--- src/rtl/io_input_conditioner.sv ---
// Input conditioning for push-buttons and slide switches: polarity normalization,
// multi-flop synchronization, per-bit debounce, and key press/release/event tracking.
module io_input_conditioner #(
    parameter int DEBOUNCE_CYCLES = 50000,
    parameter int SYNC_STAGES     = 2,
    parameter bit KEY_ACTIVE_LOW  = 1'b1
) (
    input  logic        clk,
    input  logic        rst_n,
    input  logic [3:0]  raw_key,
    input  logic [9:0]  raw_sw,
    input  logic [3:0]  key_event_clear,
    output logic [13:0] io_input_bus,
    output logic [3:0]  key_pressed,
    output logic [3:0]  key_released,
    output logic [3:0]  key_event
);

    localparam int NB = 14;
    localparam int NK = 4;
    localparam int CW = $clog2(DEBOUNCE_CYCLES + 1);
    localparam logic [CW-1:0] CNT_LAST = CW'(DEBOUNCE_CYCLES - 1);

    logic [NB-1:0]                  norm_s;
    logic [NB-1:0]                  sync_out_s;
    logic [SYNC_STAGES-1:0][NB-1:0] sync_q;
    logic [SYNC_STAGES-1:0][NB-1:0] sync_d;
    logic [NB-1:0]                  stable_q;
    logic [NB-1:0]                  stable_d;
    logic [NB-1:0][CW-1:0]          cnt_q;
    logic [NB-1:0][CW-1:0]          cnt_d;
    logic [NK-1:0]                  pressed_q;
    logic [NK-1:0]                  pressed_d;
    logic [NK-1:0]                  released_q;
    logic [NK-1:0]                  released_d;
    logic [NK-1:0]                  event_q;
    logic [NK-1:0]                  event_d;

    // Normalize key polarity ahead of the synchronizers so a pressed key reads 1
    always_comb begin
        norm_s = '0;
        if (KEY_ACTIVE_LOW) begin
            norm_s = {~raw_key, raw_sw};
        end else begin
            norm_s = {raw_key, raw_sw};
        end
    end

    // Synchronizer shift chain next state
    always_comb begin
        sync_d    = sync_q;
        sync_d[0] = norm_s;
        for (int s = 1; s < SYNC_STAGES; s++) begin
            sync_d[s] = sync_q[s-1];
        end
    end

    assign sync_out_s = sync_q[SYNC_STAGES-1];

    // Per-bit debounce: count consecutive disagreeing cycles, accept on the last one
    always_comb begin
        stable_d = stable_q;
        cnt_d    = cnt_q;
        for (int i = 0; i < NB; i++) begin
            if (sync_out_s[i] == stable_q[i]) begin
                cnt_d[i] = '0;
            end else if (cnt_q[i] == CNT_LAST) begin
                stable_d[i] = sync_out_s[i];
                cnt_d[i]    = '0;
            end else begin
                cnt_d[i] = cnt_q[i] + CW'(1);
            end
        end
    end

    // Key edge pulses line up with the stable update; sticky flags give set priority
    always_comb begin
        pressed_d  = stable_d[NB-1 -: NK] & ~stable_q[NB-1 -: NK];
        released_d = ~stable_d[NB-1 -: NK] & stable_q[NB-1 -: NK];
        event_d    = (event_q & ~key_event_clear) | pressed_q;
    end

    // State registers with synchronous active-low reset
    always_ff @(posedge clk) begin
        if (!rst_n) begin
            sync_q     <= '0;
            stable_q   <= '0;
            cnt_q      <= '0;
            pressed_q  <= '0;
            released_q <= '0;
            event_q    <= '0;
        end else begin
            sync_q     <= sync_d;
            stable_q   <= stable_d;
            cnt_q      <= cnt_d;
            pressed_q  <= pressed_d;
            released_q <= released_d;
            event_q    <= event_d;
        end
    end

    assign io_input_bus = stable_q;
    assign key_pressed  = pressed_q;
    assign key_released = released_q;
    assign key_event    = event_q;

endmodule

--- config.mk ---
export PLATFORM = sky130hd
export DESIGN_NAME = io_input_conditioner
export DESIGN_NICKNAME = d
export VERILOG_FILES = /design/src/rtl/io_input_conditioner.sv
export SDC_FILE = /design/constraint.sdc
export NUM_CORES = 1
export LEC_CHECK = 0
export CAP_MARGIN = 20
export CORE_MARGIN = 4
export CORE_UTILIZATION = 63
export CTS_BUF_LIST = sky130_fd_sc_hd__clkbuf_2
export DETAILED_ROUTE_END_ITERATION = 8
export PLACE_DENSITY_LB_ADDON = 0.12
export SETUP_SLACK_MARGIN = 0.3
export SLEW_MARGIN = 20
export SYNTH_ARGS = -nofsm -noshare
export SYNTH_HDL_FRONTEND = slang
export SYNTH_SLANG_ARGS = --single-unit
--- constraint.sdc ---
create_clock -name clk -period 2.3 [get_ports clk]
set_input_delay 0.46 -clock clk [delete_from_list [all_inputs] [get_ports clk]]
set_output_delay 0.46 -clock clk [all_outputs]
set_load 0.005 [all_outputs]
==> summary.txt <==
Synthesis
  • Async SR Flop Fraction: 0%
  • Syn Inst Count: ~1300
  • Register area share after synthesis: 47.9%
  • FF+latch count, synth: 278
  • Syn avg cell area: a little over 9 um2
  • Net Count, Synth: 1317
  • Distinct cells, synth: 46
  • Top cell type by total area after synthesis: dfxtp_1
  • Synth warn: 0
  • Main synth FF type: dfxtp_1
  • Share of the synthesized area in the top cell type: about 48%
  • Synth area leaders: dfxtp_1, xnor2_1, nor2_1, xor2_1, nand3_1
  • Post-synth EDFFs: 0
  • Synth Cell Area: between 10000 and 15000 um2

Setup path
  • CP Capture Type: register
  • Worst EP required: around 2900 ps
  • CP Launch Type: register
  • CP max FO: 15
  • Crit path kind: register to register
  • Crit path DAT: around 2500 ps

Detailed routing
  • DRC errors left: 0
  • Routed WL per cell: roughly 12 um
  • Drt total wl: 21000 um
  • DR vias/cell: about 5.3
  • Iter 0 DRT Violations: roughly 410
  • Drt pass-1 iters: 5
  • Detail Route Antenna Nets: 0
  • Via count: approximately 8900

Cells and area
  • Fin area: roughly 13000 um2
  • Filler cells: 1468
  • Final core utilization: a little over 70%
  • Share of cells above drive strength 1: between 10% and 20%
  • Syn-to-layout area delta: 12.2%
  • NumNets Final: roughly 1400

Timing
  • Final setup viols: 0
  • Worst Skew: 60.9 ps
  • Crit path time final: roughly 1900 ps
  • Fin. max-slew vios: 0
  • Setup WS post-layout: approximately 440 ps
  • RSZ-0062 raised after global routing: no
  • Fmax: between 500 and 600 MHz
  • Max_slew headroom: between 60% and 70%
  • Setup TNS Final: 0 ps
  • Slew @ Worst Pin: approximately 590 ps
  • Fin crit share: approximately 81%
  • Hold Vio Cnt, Final: 0

Clock network
  • CTS tree: yes
  • CTS Root Cell: clkbuf_2
  • Clock tree sinks: approximately 280
  • Later-pin clock latency in the skew report: about 800 ps
  • CTS Buf Count: 70
  • CTS Buffer Depth: 3
  • H-tree depth: 3
  • Worst-path clk slew: 100 ps

GRT
  • Initial antenna violation count: 1
  • Gr usage total: a little over a fifth
  • Vias in the first global route: 8431
  • Largest net degree at the start of global routing: 22
  • First-pass GRT wire length: around 36000 um
  • Gr ovfl total: 0

Floorplanning
  • Die W: approximately 140 um
  • Die Ht: 144 um
  • Die area: a little over 20000 um2
  • Core Region: 18000 um2
  • I/O pins: between 40 and 50
  • Rows: 49
  • Starting density of the core: ~64%

Pwr
  • Power Density: 622 nW/um2
  • Leakage power: between 4 and 5 nW
  • Worst VDD drop: just under 600 uV

Placement
  • PortBufs: 45
  • GP Congestion: around 0.87
  • Dpl ws: about 280 ps
  • HPWL after DPL: between 10000 and 15000 um
  • Area after DPL: about 12000 um2

Hold path
  • Hold Crit Class: input pin to register

Status
  • Status: complete, no violations

Flow run
  • Max-Cap Viols: 0
-- per-stage QoR --
step	cells	power (mW)	hold slack, ps
finish	1678	8.10	168
global route	1678	8.55	53.8
detailed placement	1549	5.11	419
global placement	1549	5.11	414
CTS	1677	8.26	61.1
floorplan	1283	5.05	412
-- flip-flops by register name, summed over array words and instances, names as in the netlist --
name	flops
cnt_q	224
key_event	4
io_input_bus	14
key_released	4
sync_out_s	14
sync_d	14
key_pressed	4
-- final timing paths --
check	from	end	slack (ps)	cells after the start
hold reg to reg	sync_d[18]	sync_out_s[4]	380	1
setup reg to reg	cnt_q[165]	cnt_q[171]	440	4
setup / recovery	cnt_q[165]	cnt_q[171]	440	4
hold / removal	rst_n	io_input_bus[10]	170	3
-- timing repair --
item | CTS | global route
hold buffers | 0 | 0
resized for setup | 45 | 6
endpoints found under the setup margin | 39 | 20
endpoints found under the hold margin | 0 | 0
setup buffers | 11 | 0
-- Yosys cell counts (3+ instances only) --
cell        n
a21oi_1     7
and2_1     24
and3_1     19
buf_2       4
buf_6       4
clkbuf_1   16
dfxtp_1   278
ha_1       14
inv_1      58
mux2i_1    14
nand2_1    46
nand3_1    77
nand3_4     3
nand4_1    55
nand4b_1    7
nor2_1    270
nor2b_1     3
nor3_1     45
nor3b_1     6
nor4_1     60
nor4b_1     9
nor4bb_1    9
o21ai_0     3
or2_2       4
or3_1       4
or4_1       9
or4_4       4
or4bb_1     5
xnor2_1   160
xor2_1     45
-- placed cells by master (no fill, tap or decap), drive strengths merged, types with 31 or more instances in the layout --
master  count
clkbuf     95
xor2       45
nor4       61
dfxtp     278
xnor2     160
nand2      46
nand4      56
nor2      270
inv        63
nand3      81
nor3       45
buf        31
-- power by group --
part | total [mW] | internal [mW] | leakage [nW] | switching (mW)
Sequential | 4.86 | 4.84 | 2.26 | 0.0177
Clock | 3.11 | 1.23 | 0.469 | 1.87
Combinational | 0.139 | 0.0621 | 1.70 | 0.0771
-- cell families after synthesis --
logic type	synth area share, %
compound gates	0.765
xor+xnor	15.5
fa+ha+maj	1.51
buf+inv	3.21
flops	47.9
mux	1.21
simple gates	29.9
-- critical path, stage by stage (launching register included) --
cell and delay, ps:
dfxtp_1 360, or4_1 530, nor4_1 340, a31o_2 420
nor2_1 90
-- cell type report --
| class | instances | area (um2) | area share (%) |
|---|---|---|---|
| multi-input cells | 920 | 5690 | 43.7 |
| clock inverters | 22 | 116 | 0.893 |
| inverters | 58 | 218 | 1.67 |
| clock buffers | 95 | 475 | 3.65 |
| flip-flops and latches | 278 | 5590 | 42.9 |
| well taps | 229 | 287 | 2.20 |
| repair buffers | 75 | 642 | 4.93 |
| diodes | 1 | 2.50 | 0.0192 |
-- layer usage --
layer | wire (um) | share of wire [%] | track usage, % | vias to the layer above
met5 | 0 | 0 | 0 | -
met4 | 371 | 1.8 | 8.18 | 0
met3 | 804 | 3.8 | 5.32 | 35
met2 | 9500 | 45 | 32.8 | 142
met1 | 10300 | 49 | 27.8 | 4090
li1 | - | - | - | 4636
Note: power is estimated with default switching activity, not from simulation.
